===== src/rtl/dma_pkg.sv =====
// Shared types for the DMA read-path blocks.
//   addr_t        : byte address / stride / line length
//   burst_len_t   : AXI ARLEN
//   sched_state_e : frame scheduler states
package dma_pkg;

  localparam int unsigned DMA_ADDR_W  = 32;
  localparam int unsigned BURST_LEN_W = 8;

  typedef logic [DMA_ADDR_W-1:0]  addr_t;
  typedef logic [BURST_LEN_W-1:0] burst_len_t;

  typedef enum logic [2:0] {
    IDLE,
    LINE_START,
    SETTLE,
    RUN,
    LINE_END
  } sched_state_e;

endpackage


===== src/rtl/dma_ar_slot.sv =====
// Single-entry valid/ready holding register for one AR command {addr, len}.
// Ports:
//   clk_i, rst_ni      : clock, async active-low reset
//   load_i             : capture addr_i/len_i and raise valid_o
//   addr_i, len_i      : command to capture
//   ready_i            : downstream ready; clears valid_o unless reloaded
//   valid_o, addr_o, len_o : held command, stable while valid_o && !ready_i
module dma_ar_slot
  import dma_pkg::*;
#(
  parameter int unsigned ADDR_W = 32
) (
  input  logic              clk_i,
  input  logic              rst_ni,
  input  logic              load_i,
  input  logic [ADDR_W-1:0] addr_i,
  input  burst_len_t        len_i,
  input  logic              ready_i,
  output logic              valid_o,
  output logic [ADDR_W-1:0] addr_o,
  output burst_len_t        len_o
);

  logic              valid_q, valid_d;
  logic [ADDR_W-1:0] addr_q, addr_d;
  burst_len_t        len_q, len_d;

  // Load wins over the drain so a same-cycle reload would keep the slot full.
  always_comb begin
    valid_d = valid_q;
    addr_d  = addr_q;
    len_d   = len_q;
    if (load_i) begin
      valid_d = 1'b1;
      addr_d  = addr_i;
      len_d   = len_i;
    end else if (ready_i) begin
      valid_d = 1'b0;
    end
  end

  always_ff @(posedge clk_i or negedge rst_ni) begin
    if (!rst_ni) begin
      valid_q <= 1'b0;
      addr_q  <= ADDR_W'(0);
      len_q   <= BURST_LEN_W'(0);
    end else begin
      valid_q <= valid_d;
      addr_q  <= addr_d;
      len_q   <= len_d;
    end
  end

  assign valid_o = valid_q;
  assign addr_o  = addr_q;
  assign len_o   = len_q;

endmodule


===== src/rtl/dma_frame_scheduler.sv =====
// Frame-level read-address sequencer. Accepts one frame descriptor, pulses the
// external offset former once per line and turns each (offset, len) it returns
// into an AXI AR command at line_base + offset.
// Ports:
//   clk_i, rst_ni                 : clock, async active-low reset
//   cfg_*                         : descriptor handshake (ready only in IDLE)
//   new_line_o, line_size_o       : line start pulse / beats-minus-1 to former
//   off_*                         : former output handshake
//   ar_addr_o/ar_len_o/ar_valid_o/ar_ready_i : AXI read-address channel
//   busy_o, done_o                : not-idle flag, end-of-frame pulse
// Optional: define DMA_FRAME_SCHED_ABORT_EN to add abort_i / aborted_o.
module dma_frame_scheduler
  import dma_pkg::*;
#(
  parameter int unsigned ADDR_W  = 32,
  parameter int unsigned DATA_W  = 64,
  parameter int unsigned LINES_W = 16
) (
  input  logic               clk_i,
  input  logic               rst_ni,
`ifdef DMA_FRAME_SCHED_ABORT_EN
  input  logic               abort_i,
  output logic               aborted_o,
`endif
  input  logic               cfg_valid_i,
  output logic               cfg_ready_o,
  input  logic [ADDR_W-1:0]  cfg_base_i,
  input  logic [ADDR_W-1:0]  cfg_stride_i,
  input  logic [ADDR_W-1:0]  cfg_line_m1_i,
  input  logic [LINES_W-1:0] cfg_lines_m1_i,
  output logic               new_line_o,
  output logic [ADDR_W-1:0]  line_size_o,
  input  logic [ADDR_W-1:0]  off_offset_i,
  input  burst_len_t         off_len_i,
  input  logic               off_last_i,
  input  logic               off_valid_i,
  output logic               off_ready_o,
  output logic [ADDR_W-1:0]  ar_addr_o,
  output burst_len_t         ar_len_o,
  output logic               ar_valid_o,
  input  logic               ar_ready_i,
  output logic               busy_o,
  output logic               done_o
);

  localparam int unsigned BYTES_PER_BEAT = DATA_W / 8;
  // Strides are whole-beat multiples: sub-beat bits are dropped on latch.
  localparam logic [ADDR_W-1:0] STRIDE_MASK = ~(ADDR_W'(BYTES_PER_BEAT - 1));

  sched_state_e       state_q, state_d;
  logic [ADDR_W-1:0]  line_base_q, line_base_d;
  logic [ADDR_W-1:0]  stride_q, stride_d;
  logic [ADDR_W-1:0]  line_m1_q, line_m1_d;
  logic [LINES_W-1:0] lines_m1_q, lines_m1_d;
  logic [LINES_W-1:0] row_q, row_d;
  logic               done_q, done_d;
  logic               cfg_ready_q, busy_q, new_line_q, off_ready_q;

  logic               slot_load_c;
  logic               slot_valid_nxt_c;
  logic               ar_hs_c;
  logic               off_hs_c;
  logic               abort_c;

  assign ar_hs_c  = ar_valid_o & ar_ready_i;
  assign off_hs_c = off_valid_i & off_ready_o;

  // Next-state and datapath updates.
  always_comb begin
    state_d     = state_q;
    line_base_d = line_base_q;
    stride_d    = stride_q;
    line_m1_d   = line_m1_q;
    lines_m1_d  = lines_m1_q;
    row_d       = row_q;
    done_d      = 1'b0;
    slot_load_c = 1'b0;

    unique case (state_q)
      IDLE: begin
        if (cfg_valid_i) begin
          line_base_d = cfg_base_i;
          stride_d    = cfg_stride_i & STRIDE_MASK;
          line_m1_d   = cfg_line_m1_i;
          lines_m1_d  = cfg_lines_m1_i;
          row_d       = LINES_W'(0);
          state_d     = LINE_START;
        end
      end
      LINE_START: state_d = abort_c ? IDLE : SETTLE;
      SETTLE:     state_d = abort_c ? IDLE : RUN;
      RUN: begin
        if (abort_c) begin
          // An in-flight AR must finish its handshake before we drop out.
          if (!ar_valid_o || ar_hs_c) begin
            state_d = IDLE;
          end
        end else if (off_hs_c) begin
          slot_load_c = 1'b1;
          if (off_last_i) begin
            state_d = LINE_END;
          end
        end
      end
      LINE_END: begin
        if (ar_hs_c) begin
          if (abort_c) begin
            state_d = IDLE;
          end else if (row_q == lines_m1_q) begin
            state_d = IDLE;
            done_d  = 1'b1;
          end else begin
            line_base_d = line_base_q + stride_q;
            row_d       = row_q + LINES_W'(1);
            state_d     = LINE_START;
          end
        end
      end
      default: state_d = IDLE;
    endcase
  end

  // Former may only hand over a burst when the slot will be empty next cycle.
  assign slot_valid_nxt_c = slot_load_c | (ar_valid_o & ~ar_ready_i);

  always_ff @(posedge clk_i or negedge rst_ni) begin
    if (!rst_ni) begin
      state_q     <= IDLE;
      line_base_q <= ADDR_W'(0);
      stride_q    <= ADDR_W'(0);
      line_m1_q   <= ADDR_W'(0);
      lines_m1_q  <= LINES_W'(0);
      row_q       <= LINES_W'(0);
      done_q      <= 1'b0;
      cfg_ready_q <= 1'b1;
      busy_q      <= 1'b0;
      new_line_q  <= 1'b0;
      off_ready_q <= 1'b0;
    end else begin
      state_q     <= state_d;
      line_base_q <= line_base_d;
      stride_q    <= stride_d;
      line_m1_q   <= line_m1_d;
      lines_m1_q  <= lines_m1_d;
      row_q       <= row_d;
      done_q      <= done_d;
      cfg_ready_q <= (state_d == IDLE);
      busy_q      <= (state_d != IDLE);
      new_line_q  <= (state_d == LINE_START);
      off_ready_q <= (state_d == RUN) & ~slot_valid_nxt_c;
    end
  end

`ifdef DMA_FRAME_SCHED_ABORT_EN
  logic abort_pend_q, abort_pend_d;
  logic aborted_q, aborted_d;

  // Abort is sticky until the frame actually leaves for IDLE.
  assign abort_c = abort_i | abort_pend_q;

  always_comb begin
    abort_pend_d = (state_q != IDLE) && (state_d != IDLE) && abort_c;
    aborted_d    = (state_q != IDLE) && (state_d == IDLE) && abort_c;
  end

  always_ff @(posedge clk_i or negedge rst_ni) begin
    if (!rst_ni) begin
      abort_pend_q <= 1'b0;
      aborted_q    <= 1'b0;
    end else begin
      abort_pend_q <= abort_pend_d;
      aborted_q    <= aborted_d;
    end
  end

  assign aborted_o = aborted_q;
`else
  assign abort_c = 1'b0;
`endif

  dma_ar_slot #(
    .ADDR_W (ADDR_W)
  ) u_ar_slot (
    .clk_i   (clk_i),
    .rst_ni  (rst_ni),
    .load_i  (slot_load_c),
    .addr_i  (line_base_q + off_offset_i),
    .len_i   (off_len_i),
    .ready_i (ar_ready_i),
    .valid_o (ar_valid_o),
    .addr_o  (ar_addr_o),
    .len_o   (ar_len_o)
  );

  assign cfg_ready_o = cfg_ready_q;
  assign busy_o      = busy_q;
  assign new_line_o  = new_line_q;
  assign off_ready_o = off_ready_q;
  assign done_o      = done_q;
  assign line_size_o = line_m1_q;

endmodule


===== config.mk =====
export PLATFORM = sky130hd
export DESIGN_NAME = dma_frame_scheduler
export DESIGN_NICKNAME = d
export VERILOG_FILES = /design/src/rtl/dma_pkg.sv /design/src/rtl/dma_ar_slot.sv /design/src/rtl/dma_frame_scheduler.sv
export SDC_FILE = /design/constraint.sdc
export NUM_CORES = 1
export LEC_CHECK = 0
export BUFFER_PORTS_ARGS = -buffer_cell sky130_fd_sc_hd__buf_2
export CAP_MARGIN = 40
export CORE_MARGIN = 5
export CORE_UTILIZATION = 45
export CTS_BUF_LIST = sky130_fd_sc_hd__clkbuf_4 sky130_fd_sc_hd__clkbuf_8
export DETAILED_ROUTE_END_ITERATION = 10
export GPL_ROUTABILITY_DRIVEN = 0
export GPL_TIMING_DRIVEN = 0
export PLACE_DENSITY = 0.69
export SYNTH_ARGS = -nofsm -noshare
export SYNTH_HDL_FRONTEND = slang
export SYNTH_SLANG_ARGS = --single-unit

===== constraint.sdc =====
create_clock -name clk_i -period 3 [get_ports clk_i]
set_clock_uncertainty 0.05 [all_clocks]
set_input_delay 0.3 -clock clk_i [delete_from_list [all_inputs] [get_ports clk_i]]
set_output_delay 0.3 -clock clk_i [all_outputs]
set_load 0.05 [all_outputs]

==> flow_metrics.py <==
metrics = {
    "detailed_routing": {
        "drtPass1Iterations": 5,
        "avgViaCountPerCell": 5.29,
        "drt-initial-drc-count": 835,
        "drc": 0,
        "avgRoutedWirePerCell_um": 16.6,
        "num_vias": 9728,
        "ant_nets": 0,
        "routed_wl_mm": 30.5,
    },
    "global_routing": {
        "antenna_found_initial": 3,
        "grt_pass1_vias": 9444,
        "grt-ovfl-total": 0,
        "grt_max_degree": 109,
        "grt_usage_pct": 23.6,
        "grt_pass1_wl_mm": 48.9,
    },
    "layout": {
        "drive_gt1_share_pct": 19.9,
        "mostFrequentLayoutCell": "nand2_1",
        "nets": 1764,
        "final_cell_mix": "nand2_1, buf_2, dfrtp_1, dlygate4sd3_1, a21oi_1",
        "final-instance-count-excl-fill": 1839,
        "areaGrowthSynthToFinish_pct": 29.9,
    },
    "clocking": {
        "clk_latency_ns": 0.47,
        "cts_sinks": 174,
        "cts_max_path_buffers": 2,
        "cts_max_level": 4,
        "cts_tree": "built",
        "cts_buffers": 17,
        "clockRootBuffer": "clkbuf_8",
        "clkTransAtPathRegs_ns": 0.09,
    },
    "logic_synthesis": {
        "synth_edf_count": 0,
        "synth_fp_nets": 1411,
        "syn_area_um2": 10100,
        "ys.flop_type": "dfrtp_1",
        "synth-seq-cells": 174,
        "async_flop_share_pct": 100,
        "synth_cell_types": 66,
        "ys_seq_area_share_pct": 43.1,
        "syn_area_per_cell_um2": 8.48,
        "syn_inst": 1191,
        "synth_warnings": 0,
    },
    "power": {
        "powerDensity_nw_per_um2": 1080,
        "totalPowerFinal_mw": 14.1,
        "ir_drop_uv": 361,
        "total_leakage_power_nw": 6.70,
    },
    "floorplan": {
        "die-area_um2": 25500,
        "rows": 54,
        "die_h_um": 160,
        "die_x_um": 160,
        "core_um2": 22000,
        "start_util_pct": 46.0,
        "io_pins": 236,
    },
    "sta": {
        "slew_violations": 0,
        "tns_ns": 0,
        "setup_viol": 0,
        "worst_pin_slew_ns": 0.782,
        "slew_headroom_pct": 47.8,
        "rsz0062_at_grt": "yes",
        "finalCritPeriodShare_pct": 99.2,
        "finalHoldViolCount": 0,
        "period_minus_slack_ns": 2.98,
        "max_freq_mhz": 336,
    },
    "critical_path": {
        "slowest_delay_ns": 0.45,
        "critPathLaunch": "line_base_q[0]",
        "cp.required_ns": 3.30,
        "worst-path-max-fanout": 5,
        "r2r_start": "line_base_q[0]",
        "cpMaxStageDelayCell": "o41ai_4",
        "cpMostUsedCell": "a21boi_2",
        "path_cells": "ha_2 -> fa_2 -> a21oi_4 -> nor3_2 -> o211ai_1 -> a21boi_2 -> o41ai_4 -> o211ai_2 -> a21boi_2 -> xor2_1 -> o21ai_1",
        "critical_path_class": "reg -> reg",
        "end_kind": "flip-flop",
        "arrival_ns": 3.27,
        "critPathLaunchType": "flip-flop",
    },
    "job": {
        "maxCapViolCount": 0,
    },
    "run_status": {
        "status": "complete, no violations",
    },
    "hold_path": {
        "hold_class": "in -> reg",
        "hp-start": "cfg_base_i[2]",
    },
    "placement": {
        "port_buffers": 232,
        "placed_cells": 1704,
        "hpwl_mm": 22.6,
    },
}
[layout make-up]
class / count / area, um^2
fill: 1958 / 8830
multi-input combinational: 950 / 5570
sequential: 174 / 4360
timing repair buffer: 334 / 2180
tap: 280 / 350
clock buffer: 17 / 234
buffer: 52 / 198
clock inverter: 14 / 180
inverter: 15 / 56.3
antenna: 3 / 7.51
[report_power, final]
group	total [mW]	internal, mW	switching, mW
Clock	1.80	0.838	0.958
Sequential	4.08	3.31	0.764
Combinational	8.27	2.95	5.32
[path summary, 6_finish.rpt]
path | to | slack [ns] | cells past startpoint
worst max-delay path | u_ar_slot.addr_o[22] | 0.02 | 11
worst min-delay path | line_base_q[2] | 0.02 | 3
worst max register to register | u_ar_slot.addr_o[22] | 0.02 | 11
worst min register to register | u_ar_slot.len_o[6] | 0.43 | 2
max in group asynchronous | u_ar_slot.addr_o[3] | 1.69 | 3
min in group asynchronous | line_base_q[11] | 0.28 | 2
[cells by family (layout without fill, tap and decap cells)]
kind of cell	count (synthesis)	count (layout)	synth area share, %
DFF	174	174	43.1
adders and majority gates	62	62	7.83
and+or+nand+nor	555	555	23.7
muxes	5	5	0.495
other	0	3	0
xor gates and xnor gates	67	67	5.81
AOI/OAI and AO/OA	261	261	16.5
buffers and inverters	67	432	2.51
[sequential cells by signal (all words and copies together) (netlist names)]
signal             flops
lines_m1_q            16
line_base_q           32
line_size_o           32
stride_q              29
u_ar_slot.addr_o      32
off_ready_o            1
u_ar_slot.valid_o      1
row_q                 16
busy_o                 1
cfg_ready_o            1
state_q                3
done_o                 1
u_ar_slot.len_o        8
new_line_o             1
[stage by stage]
| step | util, % | hold slack, ns | setup WS, ns | area (um^2) |
|---|---|---|---|---|
| 2_1_floorplan | - | -0.0456 | 0.250 | 10100 |
| 3_5_place_dp | 53.1 | 0.229 | -0.188 | 11700 |
| 6_report | 59.8 | 0.0208 | 0.0234 | 13100 |
| 4_1_cts | 59.1 | 0.000267 | 0.00194 | 13000 |
| 5_1_grt | 59.8 | 0.0175 | -0.133 | 13100 |
| 3_3_place_gp | 52.9 | 0.402 | -1.26 | 11600 |
[synthesized netlist by cell type, drive strengths merged (7+ instances only)]
master  count  area share [%]
a21o       34             2.5
nor3b       7            0.57
a21oi      83             4.1
xnor2      27             2.3
and3       18             1.1
nand4      15            0.93
dfrtp     173              43
o211ai      8            0.74
or3         9            0.56
inv        15            0.56
a31oi      13            0.80
nor2       72             2.7
nand3      24             1.2
nor3       12            0.64
clkbuf     47             1.7
nand2     358              13
o21ai      71             3.5
nor2b      12            0.74
o21a       11            0.82
xor2       40             3.5
ha         60             7.4
[routing by layer]
metal / global-route usage (%) / vias to the layer above / share of wire [%] / routed length [um]
met5: 0 / - / 0 / 0
met4: 9.15 / 0 / 3.1 / 955
met3: 3.89 / 56 / 5.7 / 1740
met2: 38.2 / 337 / 47 / 14300
met1: 31.8 / 4538 / 44 / 13600
li1: - / 4797 / - / -
[critical path, delay by kind of cell, from the launching register on]
kind | cells | cell delay, ns
AO/OA/AOI/OAI | 7 | 1.55
adder cells (fa/ha/maj) | 2 | 0.62
flip-flops | 1 | 0.39
XOR/XNOR | 1 | 0.18
AND/OR/NAND/NOR | 1 | 0.08
[repair_timing]
item / 4_1_cts / 5_1_grt
pin swaps: 3 / 16
resized for setup: 2 / 13
hold buffers: 89 / 0
setup endpoints to repair: 8 / 14
hold endpoints to repair: 154 / 0
buffers inserted: 1 / 11
No activity file was read; power rests on OpenSTA's default activity.
